File: config.mk
export PLATFORM = sky130hd
export DESIGN_NAME = thermostat_temp_classifier_flat
export DESIGN_NICKNAME = d
export VERILOG_FILES = /design/src/rtl/thermostat_temp_classifier_if.sv /design/src/rtl/thermostat_temp_classifier.sv /design/src/flat_wrapper.sv
export SDC_FILE = /design/constraint.sdc
export NUM_CORES = 1
export LEC_CHECK = 0
export ABC_AREA = 1
export CORE_UTILIZATION = 55
export CTS_CLUSTER_DIAMETER = 150
export CTS_CLUSTER_SIZE = 12
export DETAILED_ROUTE_END_ITERATION = 8
export PLACE_DENSITY = 0.89
export SYNTH_ARGS = -nofsm -noshare
export SYNTH_HDL_FRONTEND = slang
export SYNTH_SLANG_ARGS = --single-unit
File: constraint.sdc
create_clock -name clk -period 3 [get_ports clk]
set_input_delay 0.6 -clock clk [delete_from_list [all_inputs] [get_ports clk]]
set_output_delay 0.6 -clock clk [all_outputs]
set_load 0.02 [all_outputs]
File: src/rtl/thermostat_temp_classifier_if.sv
// Sample/setpoint bus into the temperature classifier and its request/fault levels out.
interface thermostat_temp_classifier_if #(
    parameter int TEMP_W = 8
);
    logic                     temp_valid;
    logic signed [TEMP_W-1:0] temp;
    logic signed [TEMP_W-1:0] setpoint;
    logic                     too_cold;
    logic                     too_hot;
    logic                     sensor_fault;

    // Sensor / setpoint source side
    modport master (
        output temp_valid, temp, setpoint,
        input  too_cold, too_hot, sensor_fault
    );

    // Classifier side
    modport slave (
        input  temp_valid, temp, setpoint,
        output too_cold, too_hot, sensor_fault
    );
endinterface

File: src/rtl/thermostat_temp_classifier.sv
// Thermostat temperature classifier: setpoint compare with hysteresis, per-sample
// debounce, and a sensor watchdog that forces both requests low on a fault.
module thermostat_temp_classifier #(
    parameter int TEMP_W   = 8,
    parameter int HYST     = 2,
    parameter int DEBOUNCE = 3,
    parameter int TIMEOUT  = 16
) (
    input  logic                          clk,
    input  logic                          reset,
    thermostat_temp_classifier_if.slave   bus
);
    localparam int EXT_W = TEMP_W + 2;
    localparam int CNT_W = $clog2(DEBOUNCE + 1);
    localparam int WD_W  = $clog2(TIMEOUT + 1);

    localparam logic [CNT_W-1:0]        CNT_DONE = CNT_W'(DEBOUNCE);
    localparam logic [CNT_W-1:0]        CNT_ONE  = CNT_W'(1);
    localparam logic [WD_W-1:0]         WD_MAX   = WD_W'(TIMEOUT);
    localparam logic [WD_W-1:0]         WD_TRIP  = WD_W'(TIMEOUT - 1);
    localparam logic signed [EXT_W-1:0] HYST_X   = EXT_W'(HYST);

    typedef enum logic [1:0] {
        ST_COMFORT = 2'd0,
        ST_COLD    = 2'd1,
        ST_HOT     = 2'd2,
        ST_FAULT   = 2'd3
    } state_t;

    state_t            r_state, w_state_nxt;
    logic [CNT_W-1:0]  r_cnt, w_cnt_nxt;
    logic              r_dir_hot, w_dir_hot_nxt;   // direction being debounced in COMFORT
    logic [WD_W-1:0]   r_wd, w_wd_nxt;
    logic              r_too_cold, r_too_hot, r_sensor_fault;
    logic              w_cold_nxt, w_hot_nxt, w_fault_nxt;

    // Two guard bits keep setpoint +/- HYST exact across the full signed range.
    logic signed [EXT_W-1:0] w_temp_x, w_sp_x, w_lo, w_hi;
    logic                    w_cold_in, w_cold_out, w_hot_in, w_hot_out;
    logic [CNT_W-1:0]        w_cnt_inc;
    logic                    w_wd_trip;

    assign w_temp_x   = {{2{bus.temp[TEMP_W-1]}}, bus.temp};
    assign w_sp_x     = {{2{bus.setpoint[TEMP_W-1]}}, bus.setpoint};
    assign w_lo       = w_sp_x - HYST_X;
    assign w_hi       = w_sp_x + HYST_X;
    assign w_cold_in  = w_temp_x <  w_lo;
    assign w_cold_out = w_temp_x >= w_sp_x;
    assign w_hot_in   = w_temp_x >  w_hi;
    assign w_hot_out  = w_temp_x <= w_sp_x;
    assign w_cnt_inc  = r_cnt + CNT_ONE;
    // The idle cycle that would bring wd to TIMEOUT is the one that trips the fault.
    assign w_wd_trip  = !bus.temp_valid && (r_wd >= WD_TRIP);

    // State, counters and registered outputs
    always_ff @(posedge clk) begin
        if (reset) begin
            r_state        <= ST_COMFORT;
            r_cnt          <= '0;
            r_dir_hot      <= 1'b0;
            r_wd           <= '0;
            r_too_cold     <= 1'b0;
            r_too_hot      <= 1'b0;
            r_sensor_fault <= 1'b0;
        end else begin
            r_state        <= w_state_nxt;
            r_cnt          <= w_cnt_nxt;
            r_dir_hot      <= w_dir_hot_nxt;
            r_wd           <= w_wd_nxt;
            r_too_cold     <= w_cold_nxt;
            r_too_hot      <= w_hot_nxt;
            r_sensor_fault <= w_fault_nxt;
        end
    end

    // Next state: watchdog first, then debounce on valid samples only
    always_comb begin
        w_state_nxt   = r_state;
        w_cnt_nxt     = r_cnt;
        w_dir_hot_nxt = r_dir_hot;
        w_wd_nxt      = r_wd;

        if (bus.temp_valid)
            w_wd_nxt = '0;
        else if (r_wd != WD_MAX)
            w_wd_nxt = r_wd + WD_W'(1);

        if (w_wd_trip) begin
            w_state_nxt = ST_FAULT;
            w_cnt_nxt   = '0;
        end else if (bus.temp_valid) begin
            case (r_state)
                ST_COMFORT: begin
                    if (w_cold_in || w_hot_in) begin
                        // A direction change restarts the count at this sample.
                        w_dir_hot_nxt = w_hot_in;
                        w_cnt_nxt     = (r_dir_hot == w_hot_in) ? w_cnt_inc : CNT_ONE;
                        if (w_cnt_nxt == CNT_DONE) begin
                            w_state_nxt = w_hot_in ? ST_HOT : ST_COLD;
                            w_cnt_nxt   = '0;
                        end
                    end else begin
                        w_cnt_nxt = '0;
                    end
                end
                ST_COLD, ST_HOT: begin
                    if ((r_state == ST_COLD) ? w_cold_out : w_hot_out) begin
                        w_cnt_nxt = w_cnt_inc;
                        if (w_cnt_inc == CNT_DONE) begin
                            w_state_nxt = ST_COMFORT;
                            w_cnt_nxt   = '0;
                        end
                    end else begin
                        w_cnt_nxt = '0;
                    end
                end
                default: begin
                    // Recovery sample only re-arms; it does not count toward debounce.
                    w_state_nxt = ST_COMFORT;
                    w_cnt_nxt   = '0;
                end
            endcase
        end
    end

    // Output decode of the next state so the levels register with the state
    always_comb begin
        w_cold_nxt  = (w_state_nxt == ST_COLD);
        w_hot_nxt   = (w_state_nxt == ST_HOT);
        w_fault_nxt = (w_state_nxt == ST_FAULT);
    end

    assign bus.too_cold     = r_too_cold;
    assign bus.too_hot      = r_too_hot;
    assign bus.sensor_fault = r_sensor_fault;
endmodule

File: src/flat_wrapper.sv
// flat-port wrapper written by rule: the top's interface ports become plain ports
module thermostat_temp_classifier_flat 
#(
    parameter int TEMP_W   = 8,
    parameter int HYST     = 2,
    parameter int DEBOUNCE = 3,
    parameter int TIMEOUT  = 16
)
  (clk, reset, bus_temp_valid, bus_temp, bus_setpoint, bus_too_cold, bus_too_hot, bus_sensor_fault);
  thermostat_temp_classifier_if #(.TEMP_W(TEMP_W)) bus_i ();
  input  logic clk;
  input  logic reset;
  input wire logic [$bits(bus_i.temp_valid)-1:0] bus_temp_valid;
  input wire logic [$bits(bus_i.temp)-1:0] bus_temp;
  input wire logic [$bits(bus_i.setpoint)-1:0] bus_setpoint;
  output wire logic [$bits(bus_i.too_cold)-1:0] bus_too_cold;
  output wire logic [$bits(bus_i.too_hot)-1:0] bus_too_hot;
  output wire logic [$bits(bus_i.sensor_fault)-1:0] bus_sensor_fault;
  assign bus_i.temp_valid = bus_temp_valid;
  assign bus_i.temp = bus_temp;
  assign bus_i.setpoint = bus_setpoint;
  assign bus_too_cold = bus_i.too_cold;
  assign bus_too_hot = bus_i.too_hot;
  assign bus_sensor_fault = bus_i.sensor_fault;
  thermostat_temp_classifier #(.TEMP_W(TEMP_W), .HYST(HYST), .DEBOUNCE(DEBOUNCE), .TIMEOUT(TIMEOUT)) u_core (.clk(clk), .reset(reset), .bus(bus_i));
endmodule
==> Word level (Yosys, flattened, before mapping) <==
Cells that the tools add are included.
{ "word_totals": {"register_bits": 13, "in_bits": 19, "out_inout_bits": 3, "word_cells": 49} }
{ "classes": {"n_addsub": 4, "magnitude_cmp": 5, "eq_ne": 9, "mux": 15, "bitwise_logic": 1, "n_reduce_logical": 8} }
{ "ops": {"columns": ["cell", "count"], "rows": [
  ["2-bit 2-to-1 mux", 12],
  ["2-bit equality test (second input constant)", 5],
  ["8-bit by 3-bit adder with 9-bit output (second input constant)", 1],
  ["8-bit by 9-bit greater-than comparator with 1-bit output", 1],
  ["8-bit by 9-bit less-than comparator with 1-bit output", 1],
  ["8-bit by 3-bit subtractor with 9-bit output (second input constant)", 1],
  ["8-bit >= comparator", 1],
  ["8-bit less-or-equal comparator", 1],
  ["2-bit one-hot mux with 2 select lines", 2],
  ["2-bit OR reduction", 3],
  ["5-bit by 1-bit adder with 5-bit output (second input constant)", 1],
  ["5-bit by 4-bit >= comparator with 1-bit output (second input constant)", 1],
  ["5-bit != test (second input constant)", 1],
  ["2-bit by 1-bit equality test with 1-bit output (second input constant)", 2],
  ["4-bit AND reduction", 1],
  ["2-bit by 1-bit adder with 2-bit output (second input constant)", 1],
  ["2-bit zero test", 1],
  ["1-bit equality test", 1],
  ["1-bit logical AND", 1],
  ["1-bit zero test", 1],
  ["1-bit logical OR", 1],
  ["1-bit 2-to-1 mux", 1],
  ["1-bit inverter", 1]
]} }

==> Depth between registers and ports, before layout <==
{ "depth": {"ltp_word": 11, "mapped_depth": 23, "ltp_nobuf": 23} }

==> Least setup slack after synthesis <==
OpenSTA, ideal clock, no wires.
{ "synth_timing": {"kind": "input to register", "from": "input bus_setpoint[5]", "to": "register u_core.r_too_hot, in the netlist u_core.bus.too_hot", "t_arrival_ns": 2.633, "setup_slack_ns": 0.253, "path_stages": 21, "path_buffers": 1, "cell_sequence": "clkbuf_1 > inv_1 > nor3_1 > xor2_1 > ha_1 > nand2_2 > inv_1 > a21oi_4 > nand4_1 > nand2_2 > nand2_2 > nand2_2 > nand4_2 > nand2_1 > nand2_1 > nand2_1 > nand2_1 > nand2_1 > nand2_2 > nand2_2 > nor2_1"} }
{ "synth_between": {"elab_chain_cells": 11, "elab_cells_between_ends": 19} }
{ "synth_lines": {"columns": ["element", "line_no", "source"], "rows": [
  ["start: declaration", "flat_wrapper.sv:15", "input wire logic [$bits(bus_i.setpoint)-1:0] bus_setpoint;"],
  ["8-bit by 3-bit adder with 9-bit output", "thermostat_temp_classifier.sv:46", "assign w_hi = w_sp_x + HYST_X;"],
  ["8-bit by 9-bit greater-than comparator with 1-bit output", "thermostat_temp_classifier.sv:49", "assign w_hot_in = w_temp_x > w_hi;"],
  ["1-bit equality test", "thermostat_temp_classifier.sv:97", "w_cnt_nxt = (r_dir_hot == w_hot_in) ? w_cnt_inc : CNT_ONE;"],
  ["2-bit 2-to-1 mux", "thermostat_temp_classifier.sv:97", null],
  ["2-bit equality test", "thermostat_temp_classifier.sv:98", "if (w_cnt_nxt == CNT_DONE) begin"],
  ["2-bit 2-to-1 mux", "thermostat_temp_classifier.sv:98", null],
  ["2-bit 2-to-1 mux", "thermostat_temp_classifier.sv:94", "if (w_cold_in || w_hot_in) begin"],
  ["2-bit one-hot mux with 2 select lines (*)", "thermostat_temp_classifier.sv:92", "case (r_state)"],
  ["2-bit 2-to-1 mux (*)", "thermostat_temp_classifier.sv:91", "end else if (bus.temp_valid) begin"],
  ["2-bit 2-to-1 mux (*)", "thermostat_temp_classifier.sv:88", "if (w_wd_trip) begin"],
  ["2-bit equality test (*)", "thermostat_temp_classifier.sv:129", "w_hot_nxt = (w_state_nxt == ST_HOT);"],
  ["end signal: assignment", "thermostat_temp_classifier.sv:71", "r_too_hot <= w_hot_nxt;"],
  ["end: declaration", "thermostat_temp_classifier.sv:34", "logic r_too_cold, r_too_hot, r_sensor_fault;"]
]} }
Mark *: on every way between the ends. The rest lies on a longest branch, timed or not.
A chain may end at the register's enable or synchronous reset.

==> Final worst setup path <==
{ "layout_timing": {"from": "input bus_setpoint[7]", "to": "register u_core.r_too_hot, in the netlist u_core.bus.too_hot"} }
Same word-level chain as after synthesis.

==> impl_metrics.yaml <==
outcome:
  result_of_the_run: "complete, no violations"
critical_path:
  crit_path_cell_trace: "clkdlybuf4s50_1 -> inv_1 -> xor2_1 -> ha_1 -> nand2_2 -> inv_1 -> a21oi_4 -> nand4_1 -> nand2_2 -> nand2_2 -> nand2_2 -> nand4_2 -> nand2_1 -> nand2_1 -> nand2_1 -> nand2_1 -> nand2_1 -> nand2_2 -> nand2_2 -> nor2_1"
  crit_path_start_kind: "primary input"
  ff2ff_path_depth: 10
  worst_ep_arrival_time_ps: 3000
  crit_path_max_fanout: 3
  critical-path-top-cell-by-count: "nand2_2"
  cp-end-kind: "register"
  slowest_cell_delay_on_critical_path_ps: 510
  timing.critical_path.buf_inv: 3
  crit_path_top_delay_cell: "clkdlybuf4s50_1"
  worst-setup-path-type: "in -> reg"
  cp_top_family: "simple AND/OR/NAND/NOR gates"
  cp_data_required_time_ps: 3180
  crit_path_depth: 20
timing:
  total_negative_slack_ps: 0
  setup-violations-final: 0
  transition_time_at_the_pin_with_the_least_slew_margin_ps: 304
  tmin_final_ps: 2820
  maxClockFrequency_ghz: 0.354
  finClkSkew_ps: 1.51
  finalMaxSlewViolations: 0
  timing.max_slew.rel_slack_pct: 79.6
  layout_worst_path_cycle_share_pct: 94.1
  report.final.hold_viol_count: 0
die:
  core.rowCount: 19
  floorplan.die.height_um: 56.2
  chipWidth_um: 56.2
  initial_core_util_pct: 58.6
  floorplan.core_area_um2: 2760
  design.die.area_um2: 3160
  top_level_ports: 22
finish:
  utilization_pct: 77.4
  growth_of_design_area_from_synthesis_to_finish_pct: 32.1
  final_layout_net_count: 339
  final_area_um2: 2130
  antenna_cells: 0
  fillCellCount: 201
  ratio_of_cells_with_drive_above_1_in_the_final_layout_pct: 22.1
logic_synthesis:
  count_leader_synth: "nand2_1"
  synth.yosys.seq_area_share_pct: 16.1
  dominantRegCellSynth: "dfxtp_1"
  synth.yosys.warnings: 0
  synth.ff_latch_count: 13
  yosys.area.top_type_share_pct: 26.3
  synth.cell_area_um2: 1620
  yosys-top-cells-area: "ha_1 26%, dfxtp_1 16%, nand2_1 12%, inv_1 9.5%, a21oi_1 5.9%"
  synthTopCellsByCount: "50 x nand2_1, 41 x inv_1, 34 x ha_1"
  yosysUniqueCellTypes: 29
  share_of_synthesized_registers_carrying_an_async_set_or_reset_pct: 0
  yosys.area.top_type: "ha_1"
  syn-instance-count: 238
  synth_edf_count: 0
  post_synth.cell_area_avg_um2: 6.79
  mappedNetlistNets: 291
hold_path:
  worst_hold_path.num_cells: 2
  min_path_type: "reg -> reg"
pwr:
  power.share.clock_pct: 18.6
  fraction_of_power_consumed_by_sequential_logic_pct: 32.3
  switching_share_pct: 38.0
  power_per_cell_area_nw_per_um2: 269
  total_leakage_power_nw: 1.11
  comb_power_share_pct: 49.1
  internal-power_mw: 0.356
  reported_net_switching_power_mw: 0.218
  worst_ir_drop_vdd_uv: 309
grt:
  leftover_overflow_at_the_end_of_global_routing: 0
  grt_max_degree: 8
  antenna_found_initial: 0
  grt_pass1_vias: 1583
  grt_use_total_pct: 24.8
  grt_first_pass_wirelength_mm: 6.24
clock_tree:
  clock_insertion_delay_worst_skew_ps: 280
  clock_tree_from_tritoncts: "done"
  clkSinkCount: 13
  cts.htree.levels: 1
  clock_slew_at_reported_path_ffs_ps: 70
  cts-buffers-inserted: 3
  cts-hold-fix-buffers: 0
  cts_root_buf: "clkbuf_4"
  clock_path_buffers: 2
routing:
  drt_iter0_drc: 63
  drc: 0
  detail_route.vias_per_cell: 5.41
  routed-via-count: 1710
  antenna_left: 0
  first_pass_iters: 6
  wl_mm: 4.02
  avgRoutedWirePerCell_um: 12.7
run:
  max_cap_viols: 0
placement:
  hpwlAfterDp_mm: 2.92
  place_area_um2: 2020
  routabilityCongestion: 0.882
  port_buffers: 21
==> sequential cells by signal, indices dropped and copies added, names as in the netlist <==
register,count
u_core.bus.too_cold,1
u_core.bus.too_hot,1
u_core.r_cnt,2
u_core.bus.sensor_fault,1
u_core.r_dir_hot,1
u_core.r_wd,5
u_core.r_state,2
==> repair_timing <==
| item | 4_1_cts | 5_1_grt |
|---|---|---|
| resized for setup | 11 | 20 |
| gates cloned | 0 | 0 |
| setup buffers | 0 | 2 |
| hold endpoints to repair | 0 | 0 |
| pin swaps | 7 | 12 |
| setup endpoints to repair | 6 | 7 |
==> path summary, 6_finish.rpt <==
kind	startpoint	to	slack (ps)
max	bus_setpoint[7]	u_core.bus.too_hot$_SDFF_PP0_	180
min	u_core.r_cnt[1]$_SDFFE_PP0P_	u_core.r_cnt[1]$_SDFFE_PP0P_	490
max reg2reg	u_core.r_wd[0]$_SDFFE_PP0P_	u_core.bus.too_cold$_SDFF_PP0_	1400
min reg2reg	u_core.r_cnt[1]$_SDFFE_PP0P_	u_core.r_cnt[1]$_SDFFE_PP0P_	490
==> layout make-up <==
class / count / area, um^2 / area share [%]
Clock buffer: 4 / 26.3 / 1.23
Inverter: 43 / 161 / 7.57
Multi-Input combinational cell: 181 / 1270 / 59.4
Sequential cell: 13 / 260 / 12.2
Tap cell: 31 / 38.8 / 1.82
Timing Repair Buffer: 44 / 380 / 17.8
==> metal layers <==
layer	GRT usage [%]	wire [um]	share of wire [%]
met1	26.9	1750	43
met2	46.3	2030	51
met3	2.33	111	2.8
met4	14.3	129	3.2
met5	0	0	0
==> power by group through the flow <==
stage                     logic (mW)  clock network [mW]  registers (mW)
after floorplan                0.164                   0           0.189
after CTS                      0.265               0.114           0.185
after detailed placement       0.255                   0           0.189
after global placement         0.248                   0           0.189
after global routing           0.312               0.119           0.186
final                          0.282               0.107           0.185
==> layout by cell type, fill, tap and decap left out, drive strengths merged, types with 6 or more instances in the layout <==
master / n
inv: 43
buf: 23
nand3: 15
nand2: 57
clkdlybuf4s50: 15
clkbuf: 6
nor2: 16
a21oi: 20
o21ai: 7
dfxtp: 13
nand4: 9
xor2: 8
ha: 34
==> cell families after synthesis <==
group	after synthesis	share of synthesized area (%)
and+or+nand+nor	108	31.9
adders and majority gates	34	26.3
buffers and inverters	44	10.2
DFF	13	16.1
xor gates and xnor gates	10	5.42
AOI/OAI and AO/OA	29	9.99
==> worst min-delay path, cell delays in order, from the launching register on <==
cell,delay [ps]
dfxtp_1,330
nand2_1,70
a21oi_1,50
==> through the flow <==
stage | setup slack, ps | hold slack [ps] | cells | power (mW)
after global placement | -345 | 470 | 310 | 0.436
after CTS | 23.0 | 491 | 314 | 0.563
after detailed placement | -417 | 474 | 310 | 0.444
final | 177 | 490 | 316 | 0.574
after floorplan | 253 | 447 | 238 | 0.353
after global routing | -2.06 | 529 | 316 | 0.617
Note: power is estimated with default switching activity, not from simulation.
